`config.mk`:
```
export PLATFORM = sky130hd
export DESIGN_NAME = alu_result_stage
export DESIGN_NICKNAME = d
export VERILOG_FILES = /design/src/rtl/alu_result_stage.sv
export SDC_FILE = /design/constraint.sdc
export NUM_CORES = 1
export LEC_CHECK = 0
export CORE_MARGIN = 2
export CORE_UTILIZATION = 43
export CTS_CLUSTER_SIZE = 10
export DETAILED_ROUTE_END_ITERATION = 12
export PLACE_DENSITY_LB_ADDON = 0.2
export SLEW_MARGIN = 15
export SYNTH_ARGS = -nofsm -noshare
export SYNTH_HDL_FRONTEND = slang
export SYNTH_SLANG_ARGS = --single-unit
```
`constraint.sdc`:
```
create_clock -name clk -period 1.4 [get_ports clk]
set_clock_uncertainty 0.05 [all_clocks]
set_input_delay 0.35 -clock clk [delete_from_list [all_inputs] [get_ports clk]]
set_output_delay 0.35 -clock clk [all_outputs]
set_load 0.01 [all_outputs]
```
`src/rtl/alu_result_stage.sv`:
```
// ALU result stage: 2-entry FIFO that buffers ALU results with {V,C,N,Z} flags.
// Optional overflow flag generation is enabled by defining ALU_RES_OVF_EN.
module alu_result_stage #(
  parameter int unsigned CNT_W = 16
) (
  input  logic             clk,
  input  logic             rst,
  input  logic             in_valid,
  output logic             in_ready,
  input  logic [31:0]      F,
  input  logic             Cout,
  input  logic [3:0]       sel,
  input  logic             A_msb,
  input  logic             B_msb,
  output logic             out_valid,
  input  logic             out_ready,
  output logic [31:0]      out_F,
  output logic [3:0]       out_flags,
  output logic [CNT_W-1:0] out_count
);

  localparam int unsigned DATA_W = 32;
  localparam int unsigned FLAG_W = 4;

  typedef enum logic [1:0] {EMPTY, ONE, FULL} state_t;

  state_t              state;
  logic [DATA_W-1:0]   skid_F;
  logic [FLAG_W-1:0]   skid_flags;
  logic                push;
  logic                pop;
  logic                flag_v;
  logic                flag_c;
  logic                flag_n;
  logic                flag_z;
  logic [FLAG_W-1:0]   new_flags;

  // Flags are derived from the incoming result and stored with the entry.
  always_comb begin
    flag_v = 1'b0;
    flag_z = (F == DATA_W'(0));
    flag_n = F[DATA_W-1];
    flag_c = (sel[3:2] == 2'b00) ? Cout : 1'b0;
`ifdef ALU_RES_OVF_EN
    case (sel)
      4'h1:    flag_v = (A_msb == B_msb) && (F[DATA_W-1] != A_msb);
      4'h2:    flag_v = (A_msb != B_msb) && (F[DATA_W-1] != A_msb);
      default: flag_v = 1'b0;
    endcase
`endif
    new_flags = {flag_v, flag_c, flag_n, flag_z};
  end

`ifndef ALU_RES_OVF_EN
  logic unused_ovf;
  assign unused_ovf = &{1'b0, A_msb, B_msb, sel[1:0]};
`endif

  always_comb begin
    push = in_valid && in_ready;
    pop  = out_valid && out_ready;
  end

  // out_F/out_flags form the head entry; skid holds the second entry in FULL.
  always_ff @(posedge clk) begin
    if (rst) begin
      state      <= EMPTY;
      in_ready   <= 1'b1;
      out_valid  <= 1'b0;
      out_F      <= '0;
      out_flags  <= '0;
      skid_F     <= '0;
      skid_flags <= '0;
      out_count  <= '0;
    end else begin
      if (push) begin
        out_count <= out_count + CNT_W'(1);
      end
      case (state)
        EMPTY: begin
          if (push) begin
            out_F     <= F;
            out_flags <= new_flags;
            out_valid <= 1'b1;
            in_ready  <= 1'b1;
            state     <= ONE;
          end
        end
        ONE: begin
          if (push && pop) begin
            out_F     <= F;
            out_flags <= new_flags;
          end else if (push) begin
            skid_F     <= F;
            skid_flags <= new_flags;
            in_ready   <= 1'b0;
            state      <= FULL;
          end else if (pop) begin
            out_F     <= '0;
            out_flags <= '0;
            out_valid <= 1'b0;
            state     <= EMPTY;
          end
        end
        FULL: begin
          if (pop) begin
            out_F     <= skid_F;
            out_flags <= skid_flags;
            in_ready  <= 1'b1;
            state     <= ONE;
          end
        end
        default: begin
          out_F     <= '0;
          out_flags <= '0;
          out_valid <= 1'b0;
          in_ready  <= 1'b1;
          state     <= EMPTY;
        end
      endcase
    end
  end

endmodule

```
==> metrics.txt, run 1 <==
commonest cells in the netlist=dfxtp_1, nand2_1, a21oi_1; Synthesis Warnings=0; FF-to-FF path depth=8; top cell type's share of synthesized area=about half; Post-Synth Simple-Gate Area=18.9%; Setup CP Type=reg -> reg; Vias/cell=5.74; Pwr Density=about 1100 nW/µm²; Top delay family on crit path=buffers and inverters; drt first pass iters=6; cell count after synthesis=397; Area growth syn-to-layout=73.1%; Synth Area in Compound Gates=24.0%; DRT Wirelength=13.0 mm; Final WS setup=-237 ps; Worst Hold Path Cells=3; vias in the first global route=3790; Arr. time, crit path=between 1500 and 2000 ps; power share of the combinational group=approximately a third; reg2reg setup slack=-240 ps; drt wl/cell=approximately 19 µm; ANT nets after route=0; most common cell in the netlist=dfxtp_1; Clock transition at path regs=90 ps; height of the die=approximately 95 µm; setup violators final=74; Starting Density=44.0%; RSZ-0062 raised after global routing=yes; final cell utilization of the core=76.1%; worst hold path startpoint=F[26]; Yosys reg bits=88; CTS tree=done; antenna violations before repair=1; crit path buf inv count=4; max-cap viol count=0; synthesized area=3580 µm²; Max VDD drop=0.000660 V; placed instance area=roughly 5200 µm²; crit share post-route=117%; grt ovf=0; Clk network pwr share=26.8%; Placer Congestion=0.857; GR Util All Layers=about 27%; fin crit period=1640 ps; H-tree levels=3; R2R Path Start=in_ready; clk_lat worst skew=360 ps; DP HPWL=6.93 mm; die area=9060 µm²; Syn Nets=441; Die Span X=95.2 µm; crit-path max FO=6; Switching Share=approximately a third; Flop pwr share=41.2%; post-synth cell types=44; Static Leak=0.00244 µW; crit end category=flip-flop; Clock Tree Buf Depth=2; Synth async-reset ratio=0%; share of cells above drive strength 1=49.1%; Post-Synth Adder-Cell Area=0.350%; IO Count=97; Initial DRC Count=about 270; total CTS buffers=9; DRC viols=0; Hold/Removal Path Class=in -> reg; nets=roughly 620; internal power=between 4000 and 5000 µW; post-synthesis mux area share=0.560%; Post-synth EDFFs=0; max frequency=0.611 GHz; CP max stage cell=dfxtp_4; via count=3939; Critical Path, Cell by Cell=and3b_2 -> buf_6 -> a21oi_4 -> a21o_1 -> buf_6 -> buf_6 -> buf_12 -> o2bb2ai_1; Seq/Total Area, Yosys=49.2%; cell area after layout=6190 µm²; Synth Area per Inst=9.01 µm²; clock sinks=88; Port Buffers=91; area leader, netlist=dfxtp_1; failing checks=setup timing; hold_ws=214 ps; XOR/XNOR share of the synthesized area=2.20%; NetSw=2190 µW; Hold Violations, Final=0; Final Max Tran Viols=0; first-pass GRT wire length=19.0 mm; Worst setup SP type=flip-flop; total design power=6940 µW; CTS root buffer=clkbuf_8; Site Rows=33; status=finished, violations left; CP peak stage delay=350 ps; Core ar.=8130 µm²; worst path required time=1650 ps; Worst Hold Endpoint=skid_F[26]; top post-synthesis cells by area=dfxtp_1, o2bb2ai_1, nand2_1; RR Endpoint=out_F[23]; largest net degree at the start of global routing=27; largest family of logic cells by synthesized area=compound AO/OA/AOI/OAI gates; Post-synth top flop=dfxtp_1; Critical Path Most Common Cell=buf_6
## power groups by stage
stage          clock network (µW)  logic, µW  registers (µW)
3_5_place_dp                    0       1530            2890
4_1_cts                      1840       2060            2840
2_1_floorplan                   0        674            2940
6_report                     1860       2220            2860
3_3_place_gp                    0       1500            2890
5_1_grt                      1970       2330            2880
## state kept, by name (all words and copies together) (netlist names)
name / flops
in_ready: 1
out_F: 31
out_count: 16
out_flags: 3
out_valid: 1
skid_F: 31
skid_flags: 3
state: 2
## timing repair
action	CTS	global route
setup endpoints to repair	130	123
pin swaps	42	29
gates resized for setup	222	134
hold buffers	0	0
cloned	9	1
setup buffers	20	7
## worst max-delay path by stage
stage            startpoint            end  slack, ps  cells after the start
2_1_floorplan  out_count[0]  out_count[14]       -130                      5
3_3_place_gp          F[24]   out_flags[0]       -800                      6
3_5_place_dp          F[24]   out_flags[0]       -860                      6
4_1_cts            state[1]      out_F[24]       -190                      8
5_1_grt            in_ready      out_F[30]       -270                      8
6_report           in_ready      out_F[23]       -240                      8
## cells in the final DEF (no fill, tap or decap), drive strengths merged, types with 2 or more instances in the layout
cell type	instances
a21oi	44
clkinvlp	2
nand4	7
o2bb2ai	33
and4	2
xnor2	3
nand3	9
clkbuf	44
clkdlybuf4s50	3
and2	4
mux2i	2
a22oi	33
nor3	5
nand2	76
or3	4
clkinv	2
nor4	8
o31ai	3
inv	3
o21ai	4
clkdlybuf4s15	21
nor2	12
xor2	6
dlygate4sd2	22
buf	119
dfxtp	88
or4	4
## kinds of logic after synthesis
| kind of cell | count (synthesis) |
|---|---|
| adders and majority gates | 1 |
| buffers and inverters | 35 |
| and+or+nand+nor | 138 |
| other | 1 |
| xor gates and xnor gates | 9 |
| AOI/OAI and AO/OA | 123 |
| DFF | 88 |
| muxes | 2 |
## worst min-delay path: cells and delay by family
| kind | cells | cell delay (ps) |
|---|---|---|
| simple gates | 1 | 70 |
| buf+inv | 1 | 120 |
| compound gates | 1 | 40 |
## metal layers
| metal | wire, µm | global-route usage, % |
|---|---|---|
| met4 | 437 | 16.1 |
| met2 | 6580 | 45.5 |
| met5 | 0 | 0 |
| met3 | 764 | 5.85 |
| met1 | 5180 | 32.7 |
## per-stage QoR
step                      setup TNS (ps)  worst slack, ps  cells
after global routing              -12680             -273    686
after floorplan                    -3040             -129    397
final                              -9550             -237    686
after global placement            -41740             -804    638
after CTS                          -4070             -188    681
after detailed placement          -43220             -857    638
## final cells by class
class / count / area, µm²
Clock inverter: 6 / 67.6
Antenna cell: 1 / 2.50
Fill cell: 519 / 1940
Clock buffer: 10 / 138
Tap cell: 105 / 131
Sequential cell: 88 / 1810
Inverter: 2 / 7.51
Multi-Input combinational cell: 274 / 2180
Timing Repair Buffer: 200 / 1850
Note: power is estimated with default switching activity, not from simulation.
==> inputs of run 2 (changes only) <==
--- a/config.mk
+++ b/config.mk
@@ -6,7 +6,7 @@
 export NUM_CORES = 1
 export LEC_CHECK = 0
 export CORE_MARGIN = 2
-export CORE_UTILIZATION = 43
+export CORE_UTILIZATION = 48
 export CTS_CLUSTER_SIZE = 10
 export DETAILED_ROUTE_END_ITERATION = 12
 export PLACE_DENSITY_LB_ADDON = 0.2
==> constraint.sdc (replaced) <==
create_clock -name clk -period 1.81 [get_ports clk]
set_clock_uncertainty 0.05 [all_clocks]
set_input_delay 0.4525 -clock clk [delete_from_list [all_inputs] [get_ports clk]]
set_output_delay 0.4525 -clock clk [all_outputs]
set_load 0.01 [all_outputs]
==> metrics.txt, run 2 (same netlist as run 1, synthesis figures left out) <==
Top delay family on crit path=buffers and inverters; Die Span X=90.3 µm (-5.1%); grt ovf=0 (unchanged); total CTS buffers=9 (unchanged); Placer Congestion=0.825 (-3.8%); antenna violations before repair=0 (-1); internal power=3150 µW (-34%); Clock transition at path regs=80 ps (about the same); largest net degree at the start of global routing=57 (+110%); Levels on crit path=1 (-7); crit end category=output port; actual slew at the worst max-slew pin=572 ps; crit-path max FO=7 (+1); # hold bufs at CTS=0 (unchanged); GR Util All Layers=23.4% (-4.1 points); vias in the first global route=3332 (-12%); Hold Violations, Final=0 (unchanged); Clock Tree Buf Depth=2 (unchanged); Initial DRC Count=235 (-12%); CP max stage cell=clkdlybuf4s50_1; Final WS setup=38.4 ps (+275 ps); Area growth syn-to-layout=45.2%; via count=3512 (-11%); Max VDD drop=0.000481 V (-27%); RSZ-0062 raised after global routing=yes; CP peak stage delay=540 ps (+190 ps); share of cells above drive strength 1=20.0% (-29 points); Largest regs=out_F: 31 flops, skid_F: 31 flops, out_count: 16 flops; Setup CP Type=reg -> out; post-CTS setup buffers=0 (-100%); ANT nets after route=0 (unchanged); H-tree levels=3 (unchanged); DRT Wirelength=9.45 mm (-27%); Relative slew margins=61.9%; DRC viols=0 (unchanged); FF-to-FF path depth=5 (-3); Core ar.=7250 µm² (-11%); fin crit period=~1800 ps; worst path required time=1310 ps (-340 ps); Worst Hold Path Cells=2 (-1); NetSw=1270 µW (-42%); max-cap viol count=0 (unchanged); Final Max Tran Viols=0 (unchanged); Pwr Density=852 nW/µm² (-24%); IO Count=97 (unchanged); max frequency=~0.56 GHz; Vias/cell=5.59 (-2.6%); Critical Path, Cell by Cell=clkdlybuf4s50_1; Arr. time, crit path=1270 ps (-620 ps); Port Buffers=91 (unchanged); crit path buf inv count=1 (-3); Switching Share=28.8% (-2.7 points); die area=8160 µm² (-10%); status=finished clean; drt wl/cell=15.0 µm (-20%); Clk network pwr share=26.3% (-0.5 points); CTS root buffer=clkbuf_8; Worst setup SP type=flip-flop; Starting Density=49.3% (+5.3 points); Hold/Removal Path Class=in -> reg; crit share post-route=between 90% and 100%; most frequent cells in the layout=nand2_1, dfxtp_1, clkdlybuf4s50_1; Fillers=564 (+8.7%); nets=570 (-7.9%); n_diodes=0 (-1); Flop pwr share=50.0% (+8.8 points); clk_lat worst skew=350 ps (about the same); commonest non-fill, non-tap cell in the layout=nand2_1; height of the die=90.3 µm (-5.1%); drt first pass iters=4 (-2); cell area after layout=5190 µm² (-16%); first-pass GRT wire length=15.9 mm (-16%); Site Rows=31 (-6.1%); setup violators final=0 (-100%); Static Leak=0.00202 µW (-17%); placed instance area=4920 µm² (-5.4%); DP HPWL=6.56 mm (-5.3%); hold_ws=310 ps (+95.2 ps); clock sinks=88 (unchanged); CTS tree=done; power share of the combinational group=23.7% (-8.3 points); worst slack, placed=-502 ps (+355 ps)
-- run 2: cell types whose count changed in the layout (fill, tap and decap cells not counted), sizes merged, moves of 16 or more --
| cell | previous run | this run |
|---|---|---|
| buf | 119 | 61 |
| clkbuf | 44 | 10 |
| dlymetal6s2s | 1 | 17 |
| clkdlybuf4s50 | 3 | 67 |
| dlygate4sd2 | 22 | 6 |
| clkdlybuf4s15 | 21 | 0 |
-- run 2: area by class of cell --
type | count | area (µm²) | share of cell area, %
sequential | 88 | 1790 | 34.4
inverter | 2 | 7.51 | 0.145
timing repair buffer | 151 | 1400 | 27.0
multi-input combinational | 274 | 1710 | 32.9
tap | 99 | 124 | 2.38
clock buffer | 10 | 138 | 2.65
clock inverter | 4 | 22.5 | 0.434
-- run 2: timing repair --
action | CTS | global route
resized for setup | 24 | 26
pin swaps | 2 | 8
endpoints found under the setup margin | 15 | 24
-- run 2: power by group through the flow --
stage | clock network (µW) | registers, µW | logic (µW)
after floorplan | 0 | 2270 | 468
after global placement | 0 | 2250 | 1030
after detailed placement | 0 | 2260 | 1050
after CTS | 1200 | 2220 | 1050
after global routing | 1260 | 2240 | 1140
final | 1170 | 2210 | 1050
-- run 2: stage by stage --
stage / std cells / power (µW) / util (%) / setup TNS (ps)
3_3_place_gp: 614 / 3270 / 67.8 / -16500
4_1_cts: 628 / 4470 / 70.7 / 0
6_report: 628 / 4430 / 71.6 / 0
5_1_grt: 628 / 4640 / 71.6 / -116
2_1_floorplan: 397 / 2740 / - / 0
3_5_place_dp: 614 / 3300 / 67.8 / -18050
-- run 2: final timing paths --
kind,slack (ps),endpoint,start
worst max-delay path,40,out_count[11],out_count[11]
worst min-delay path,310,skid_flags[0],rst
worst max register to register,160,skid_F[2],state[0]
worst min register to register,410,skid_F[1],skid_F[1]
-- run 2: layer usage --
| layer | vias up | share of wire, % | track usage, % |
|---|---|---|---|
| li1 | 1711 | - | - |
| met1 | 1696 | 44 | 29.9 |
| met2 | 93 | 51 | 40.6 |
| met3 | 12 | 4.0 | 2.92 |
| met4 | 0 | 1.4 | 8.46 |
| met5 | - | 0 | 0 |
